File: config.mk
export PLATFORM = sky130hd
export DESIGN_NAME = pb_mode_sel
export DESIGN_NICKNAME = d
export VERILOG_FILES = /design/src/rtl/pb_pkg.sv /design/src/rtl/pb_debounce.sv /design/src/rtl/pb_mode_sel.sv
export SDC_FILE = /design/constraint.sdc
export NUM_CORES = 1
export LEC_CHECK = 0
export ABC_AREA = 1
export CELL_PAD_IN_SITES_DETAIL_PLACEMENT = 0
export CELL_PAD_IN_SITES_GLOBAL_PLACEMENT = 2
export CORE_MARGIN = 3
export CORE_UTILIZATION = 30
export DETAILED_ROUTE_END_ITERATION = 6
export PLACE_DENSITY = 0.81
export SYNTH_ARGS = -nofsm -noshare
export SYNTH_HDL_FRONTEND = slang
export SYNTH_SLANG_ARGS = --single-unit
export TNS_END_PERCENT = 100
File: constraint.sdc
create_clock -name clk -period 1.2 [get_ports clk]
set_clock_uncertainty 0.1 [all_clocks]
set_input_delay 0.36 -clock clk [delete_from_list [all_inputs] [get_ports clk]]
set_output_delay 0.36 -clock clk [all_outputs]
set_load 0.05 [all_outputs]
File: src/rtl/pb_pkg.sv
// pb_pkg: shared defaults, button indices and scale table for the mode selector
package pb_pkg;
  localparam int DEF_NUM_PB       = 2;
  localparam int DEF_DB_CYCLES    = 16;
  localparam int DEF_NUM_SETTINGS = 4;
  localparam int DEF_RST_SETTING  = 2;
  localparam int DEF_LONG_CYCLES  = 1024;
  localparam int UP_IDX           = 0;
  localparam int DN_IDX           = 1;
  localparam logic [2:0] SCALE_LUT [8] = '{3'd0, 3'd3, 3'd5, 3'd7, 3'd7, 3'd7, 3'd7, 3'd7};
endpackage

File: src/rtl/pb_debounce.sv
// pb_debounce: one button channel - 2-flop synchronizer, stability counter, level and press pulse
module pb_debounce
  import pb_pkg::*;
#(
  parameter int DB_CYCLES = DEF_DB_CYCLES
) (
  input  logic clk,
  input  logic rst_n,
  input  logic raw_i,
  output logic level_o,
  output logic pulse_o
);
  localparam int CW = $clog2(DB_CYCLES);
  localparam logic [CW-1:0] LAST = CW'(DB_CYCLES - 1);
  logic [1:0]    sync_q;
  logic [CW-1:0] cnt_q, cnt_d;
  logic          level_q, level_d, pulse_q, pulse_d, diff, done;
  // count consecutive mismatches; toggle the level once the window is full
  always_comb begin
    diff    = sync_q[1] ^ level_q;
    done    = diff && (cnt_q == LAST);
    cnt_d   = (diff && !done) ? cnt_q + 1'b1 : '0;
    level_d = level_q ^ done;
    pulse_d = done && !level_q;
  end
  // synchronizer and debounce state registers
  always_ff @(posedge clk or negedge rst_n) begin
    if (!rst_n) begin
      sync_q  <= '0;
      cnt_q   <= '0;
      level_q <= 1'b0;
      pulse_q <= 1'b0;
    end else begin
      sync_q  <= {sync_q[0], raw_i};
      cnt_q   <= cnt_d;
      level_q <= level_d;
      pulse_q <= pulse_d;
    end
  end
  assign level_o = level_q;
  assign pulse_o = pulse_q;
endmodule

File: src/rtl/pb_mode_sel.sv
// pb_mode_sel: debounced push buttons stepping a mode setting, with long-press return to the reset setting
module pb_mode_sel
  import pb_pkg::*;
#(
  parameter int NUM_PB       = DEF_NUM_PB,
  parameter int DB_CYCLES    = DEF_DB_CYCLES,
  parameter int NUM_SETTINGS = DEF_NUM_SETTINGS,
  parameter int RST_SETTING  = DEF_RST_SETTING,
  parameter int LONG_CYCLES  = DEF_LONG_CYCLES,
  localparam int SW          = (NUM_SETTINGS > 2) ? $clog2(NUM_SETTINGS) : 1
) (
  input  logic              clk,
  input  logic              rst_n,
  input  logic [NUM_PB-1:0] pb_raw,
  output logic [NUM_PB-1:0] pb_level,
  output logic [NUM_PB-1:0] pb_pulse,
  output logic              long_press,
  output logic [SW-1:0]     setting,
  output logic [2:0]        scale
);
  localparam int LW = $clog2(LONG_CYCLES + 1);
  localparam logic [LW-1:0] HOLD_MAX = LW'(LONG_CYCLES);
  localparam logic [SW-1:0] SET_MAX  = SW'(NUM_SETTINGS - 1);
  localparam logic [SW-1:0] SET_RST  = SW'(RST_SETTING);
  logic          up, dn, hit, long_q;
  logic [LW-1:0] hold_q, hold_d;
  logic [SW-1:0] setting_q, setting_d;
  genvar i;
  for (i = 0; i < NUM_PB; i++) begin : g_ch
    pb_debounce #(.DB_CYCLES(DB_CYCLES)) u_db (
      .clk     (clk),
      .rst_n   (rst_n),
      .raw_i   (pb_raw[i]),
      .level_o (pb_level[i]),
      .pulse_o (pb_pulse[i])
    );
  end
  if (NUM_PB >= 2) begin : g_dn
    assign dn = pb_pulse[DN_IDX];
  end else begin : g_no_dn
    assign dn = 1'b0;
  end
  assign up = pb_pulse[UP_IDX];
  // hold counter saturates; its first arrival at the limit overrides any button step
  always_comb begin
    hit       = pb_level[UP_IDX] && (hold_q == HOLD_MAX - 1'b1);
    hold_d    = !pb_level[UP_IDX] ? '0 : (hold_q == HOLD_MAX) ? hold_q : hold_q + 1'b1;
    setting_d = hit ? SET_RST :
                (up && !dn) ? ((setting_q == SET_MAX) ? '0 : setting_q + 1'b1) :
                (dn && !up) ? ((setting_q == '0) ? SET_MAX : setting_q - 1'b1) :
                setting_q;
  end
  // hold counter, long-press pulse and current setting registers
  always_ff @(posedge clk or negedge rst_n) begin
    if (!rst_n) begin
      hold_q    <= '0;
      long_q    <= 1'b0;
      setting_q <= SET_RST;
    end else begin
      hold_q    <= hold_d;
      long_q    <= hit;
      setting_q <= setting_d;
    end
  end
  assign long_press = long_q;
  assign setting    = setting_q;
  assign scale      = SCALE_LUT[3'(setting_q)];
endmodule

## After elaboration in Yosys (flattened, before gate mapping)

Memory sizes are Yosys's and may differ from the RTL's.
Cells that the tools add are included.

| word-level totals | value |
|---|---|
| register bits | 30 |
| output and inout bits | 10 |
| memories kept | 1 |
| bits in read-only memories | 24 |

Memory list:

| name | depth | bits a word | rd ports | clocked after memory_dff | wr ports | RTL line | text |
|---|---|---|---|---|---|---|---|
| (name not given) | 8 | 3 | 1 | 0 | 0 | pb_mode_sel.sv:67 | `assign scale = SCALE_LUT[3'(setting_q)];` |

| cells by class | value |
|---|---|
| equality and inequality tests | 6 |
| $lt $le $gt $ge | 1 |
| add/sub/neg operators | 5 |
| reduce and logical (&&, ||, !) cells | 17 |
| bitwise logic cells | 5 |
| multiplexer cells | 11 |

Operators by type and width:

| cell | number |
|---|---|
| $mux W11 | 2 |
| $add A11 B1 Y11 const B | 1 |
| $eq A11 B10 Y1 const B | 1 |
| $eq A11 B11 Y1 const B | 1 |
| $mux W2 | 5 |
| $logic_and A1 B1 Y1 | 9 |
| $add A4 B1 Y4 const B | 2 |
| $eq A4 B4 Y1 const B | 2 |
| $mux W4 | 2 |
| $logic_not A1 Y1 | 6 |
| $mux W3 | 2 |
| $ge A4 B4 Y1 const B | 1 |
| $not A2 Y4 | 1 |
| $xor A1 B1 Y1 | 4 |
| $reduce_bool A3 Y1 | 1 |
| $add A2 B1 Y2 const B | 1 |
| $eq A2 B2 Y1 const B | 1 |
| $logic_not A2 Y1 | 1 |
| $ne A2 B2 Y1 const B | 1 |
| $sub A2 B1 Y2 const B | 1 |

## Longest topological paths before layout

| logic depth | value |
|---|---|
| word-level depth | 5 |
| mapped depth | 7 |
| mapped depth without buffers | 7 |

## By module

Synthesis repeated with hierarchy kept, for this count alone.

| second synthesis, totals | value |
|---|---|
| cells, all modules | 173 |
| area, all modules | 1,525.2 sq um |

By module, submodules not included:

| module | times used | area an instance (sq um) | cells each |
|---|---|---|---|
| pb_mode_sel | 1 | 902.1 | 115 |
| pb_debounce | 2 | 311.5 | 29 |

## Least setup slack after synthesis

Ideal clock, no wire load.

| path | value |
|---|---|
| path type | register -> output |
| start point | register setting_q[0], in the netlist setting[0] |
| end point | output scale[0] |
| stages on the path, launching flop included | 4 |
| slack | -0.593 ns |
| data arrival time | 1.333 ns |
| cells stage by stage | dfrtp_1 > inv_1 > ha_1 > inv_1 |

| on the way | value |
|---|---|
| longest elaborated chain between the ends | 4 |

Ends and longest elaborated chain:

| what | RTL line | text |
|---|---|---|
| start: declaration | pb_mode_sel.sv:27 | `logic [SW-1:0] setting_q, setting_d;` |
| start signal: assignment | pb_mode_sel.sv:62 | `setting_q <= setting_d;` |
| $not A2 Y4 (implied by the code) | pb_mode_sel.sv:67 |  |
| $mem_v2 Z8 W3 | n/a |  |
| $mux W3 (implied by the code) (2 in series) | pb_mode_sel.sv:67 |  |
| end: declaration | pb_mode_sel.sv:19 | `output logic [2:0] scale` |

No other way between the ends. The select of a mux whose other input is x is not followed.

## Worst setup path in the final report

| path | value |
|---|---|
| start point | register setting_q[1], in the netlist setting[1] |
| end point | output scale[0] |

Same word-level chain as after synthesis.

==> metrics.md <==
| Metric | Value |
|---|---|
| Clock Tree Root | `clkbuf_8` |
| Die width | `76.6 um` |
| DR vias/cell | `4.32` |
| Synth top area share | `48.5%` |
| Final Hold Fails | `0` |
| DR iter-0 viols | `43` |
| Period utilization | `145%` |
| Yosys warning count | `0` |
| RR Startpoint | `setting[1]` |
| Initial antenna violation count | `0` |
| Die area | `5870 sq um` |
| Max-slew headroom | `79.0%` |
| Power Density | `1020 nW/um^2` |
| Post-Place Cells | `258` |
| Hold path depth | `0` |
| First drt pass iteration count | `4` |
| Multiplexer share of the synthesized area | `0%` |
| Type of the worst setup path | `reg2out` |
| Beginning of the critical path | `setting[1]` |
| Synth async-reset ratio | `100%` |
| Largest family of logic cells by synthesized area | `simple AND/OR/NAND/NOR gates` |
| Gr ovfl total | `0` |
| CP max FO | `2` |
| FP Rows | `25` |
| # DRC | `0` |
| Routed length per instance | `11.1 um` |
| Clock transition at path regs | `60 ps` |
| DP Wirelength | `2.10 mm` |
| CP required | `roughly 740 ps` |
| Deepest clock path buffer count | `2` |
| Post-placement cell area | `1930 sq um` |
| Compound-cell area share of the yosys netlist | `2.68%` |
| Register Area | `759 sq um` |
| I/O pin cnt | `14` |
| Final Non-Filler Cells | `277` |
| Fin util | `49.4%` |
| Xor/xnor cell area share of the yosys netlist | `4.69%` |
| Register area share after synthesis | `50.3%` |
| Max_cap viols | `0` |
| RD Place Congestion | `just over 0.8` |
| Largest net degree at the start of global routing | `26` |
| Reg2Reg Depth | `7` |
| Final min period | `~1700 ps` |
| Most common cell after layout, fill and taps aside | `dfrtp_1` |
| Clk sinks | `30` |
| Post-synth cell types | `24` |
| Hold/Removal Path Class | `reg2reg` |
| Cell Area, Synth | `1500 sq um` |
| Layout cell share with drive strength beyond 1 | `between 40% and 50%` |
| Post-Syn Nets | `176` |
| Initial core utilization | `31.4%` |
| RSZ-0062 raised after global routing | `yes` |
| Synth Register Bits | `30` |
| Leakage power | `approximately 1.1 nW` |
| Vias in the first global route | `between 1000 and 1500` |
| Yosys top cell by area | `dfrtp_1` |
| Antenna diodes | `0` |
| H-tree lvl count | `2` |
| Number of antenna-violating nets in the routed design | `0` |
| Design area | `2350 sq um` |
| Post-synth EDFFs | `0` |
| Simple-Gate Fraction of Synth Area | `26.4%` |
| Fmax achieved | `573 MHz` |
| Peak VDD IR | `653 uV` |
| Max Slew Vio Count | `0` |
| Core Area | `4750 sq um` |
| Synth Area per Inst | `9.06 sq um` |
| Least-Margin Pin Slew | `314 ps` |
| Hold Crit Start | `g_ch[0].u_db.sync_q[0]` |
| Area Growth Syn to Fin | `57.2%` |
| Setup ws final | `-545 ps` |
| Routed WL | `3.07 mm` |
| Adder-cell share of the synthesized area | `under 10%` |
| Most frequent cells in the layout | `dfrtp_1 (26), nor2_1 (23), nand2_1 (22), buf_4 (21), inv_1 (19)` |
| Fillcell total | `458` |
| Total GRT Usage | `a little under an eighth` |
| Die height | `about 77 um` |
| Mapped Cells | `165` |
| Setup violators final | `24` |
| Clk Latency, worst-skew pair | `around 280 ps` |
| Failing checks | `negative setup slack` |
| Type of origin of the critical path | `flip-flop` |
| CTS Buf Count | `5` |
| Critical Path Sink Type | `output pin` |
| Nets | `220` |
| Global-route wire length before repair | `5.21 mm` |
| Worst EP arrival | `1290 ps` |
| I/O Buffers | `13` |
| Status | `complete, but fails checks` |
| Vias after detailed routing | `1197` |
| Prevailing post-synth register cell | `dfrtp_1` |
| Area contributors post-synth | `dfrtp_1 (49%), nand2_1 (6.8%), nor2_1 (6.5%)` |
| Area of the multi-input gates | `roughly 750 sq um` |
| CTS tree | `done` |
cells by family after synthesis:
group	after synthesis
buf+inv	31
xor+xnor	8
fa+ha+maj	7
flops	30
compound gates	8
simple gates	81
worst max-delay path, stage by stage (launching register included):
cell	delay (ps)
dfstp_4	630
inv_4	40
ha_4	150
clkinvlp_4	70
buf_12	130
worst paths after layout:
check	end	slack [ps]
min in group asynchronous	setting[0]	360
max in group asynchronous	setting[1]	440
worst min-delay path	g_ch[0].u_db.sync_q[1]	250
worst max register to register	setting[0]	-250
worst min register to register	g_ch[0].u_db.sync_q[1]	250
worst max-delay path	scale[0]	-550
area by class of cell:
type,count,area share (%)
clock buffer,6,3.51
tap,67,3.57
multi-input combinational,104,31.8
sequential,30,32.3
inverter,23,4.05
timing repair buffer,45,22.2
clock inverter,2,2.56
per-stage QoR:
| step | hold WS [ps] | setup TNS (ps) | total power [mW] | setup WS (ps) |
|---|---|---|---|---|
| after floorplan | -35.6 | -1020 | 1.10 | -387 |
| after global placement | 235 | -1220 | 1.15 | -258 |
| after detailed placement | 235 | -1610 | 1.15 | -273 |
| after CTS | 250 | -4240 | 2.44 | -564 |
| after global routing | 255 | -6150 | 2.51 | -585 |
| final | 250 | -4610 | 2.40 | -545 |
synth_stat cells (2+ instances only):
master,count
a21oi_1,3
buf_4,6
dfrtp_1,29
ha_1,7
inv_1,23
nand2_1,27
nand3_1,11
nand3_2,2
nand4_1,3
nor2_1,26
nor2_4,2
nor3_1,4
o21ai_0,5
xnor2_1,3
xor2_1,5
timing repair:
item | in CTS | in global routing
endpoints found under the setup margin | 23 | 33
pin swaps | 11 | 16
hold buffers | 0 | 0
buffers inserted | 9 | 5
gates resized for setup | 21 | 26
where the power goes:
group / internal [mW] / leakage [nW] / switching [mW] / total, mW
registers: 1.03 / 0.397 / 0.0157 / 1.05
clock network: 0.885 / 0.0714 / 0.372 / 1.26
logic: 0.0424 / 0.600 / 0.0483 / 0.0907
total: 1.96 / 1.07 / 0.436 / 2.40
flip-flops by register name, summed over array words and instances, names as in the netlist, named ones only:
signal             cells
hold_q                11
g_ch.u_db.cnt_q        8
g_ch.u_db.sync_q       4
g_ch.u_db.pulse_o      2
setting                2
long_press             1
metal layers:
metal	share of wire (%)	routed length, um	GRT usage, %
met3	3.6	110	4.26
met1	40	1240	11.4
met5	0	0	0
met4	1.8	55	7.25
met2	54	1660	19.8
Power figures use the tool's default switching activity.
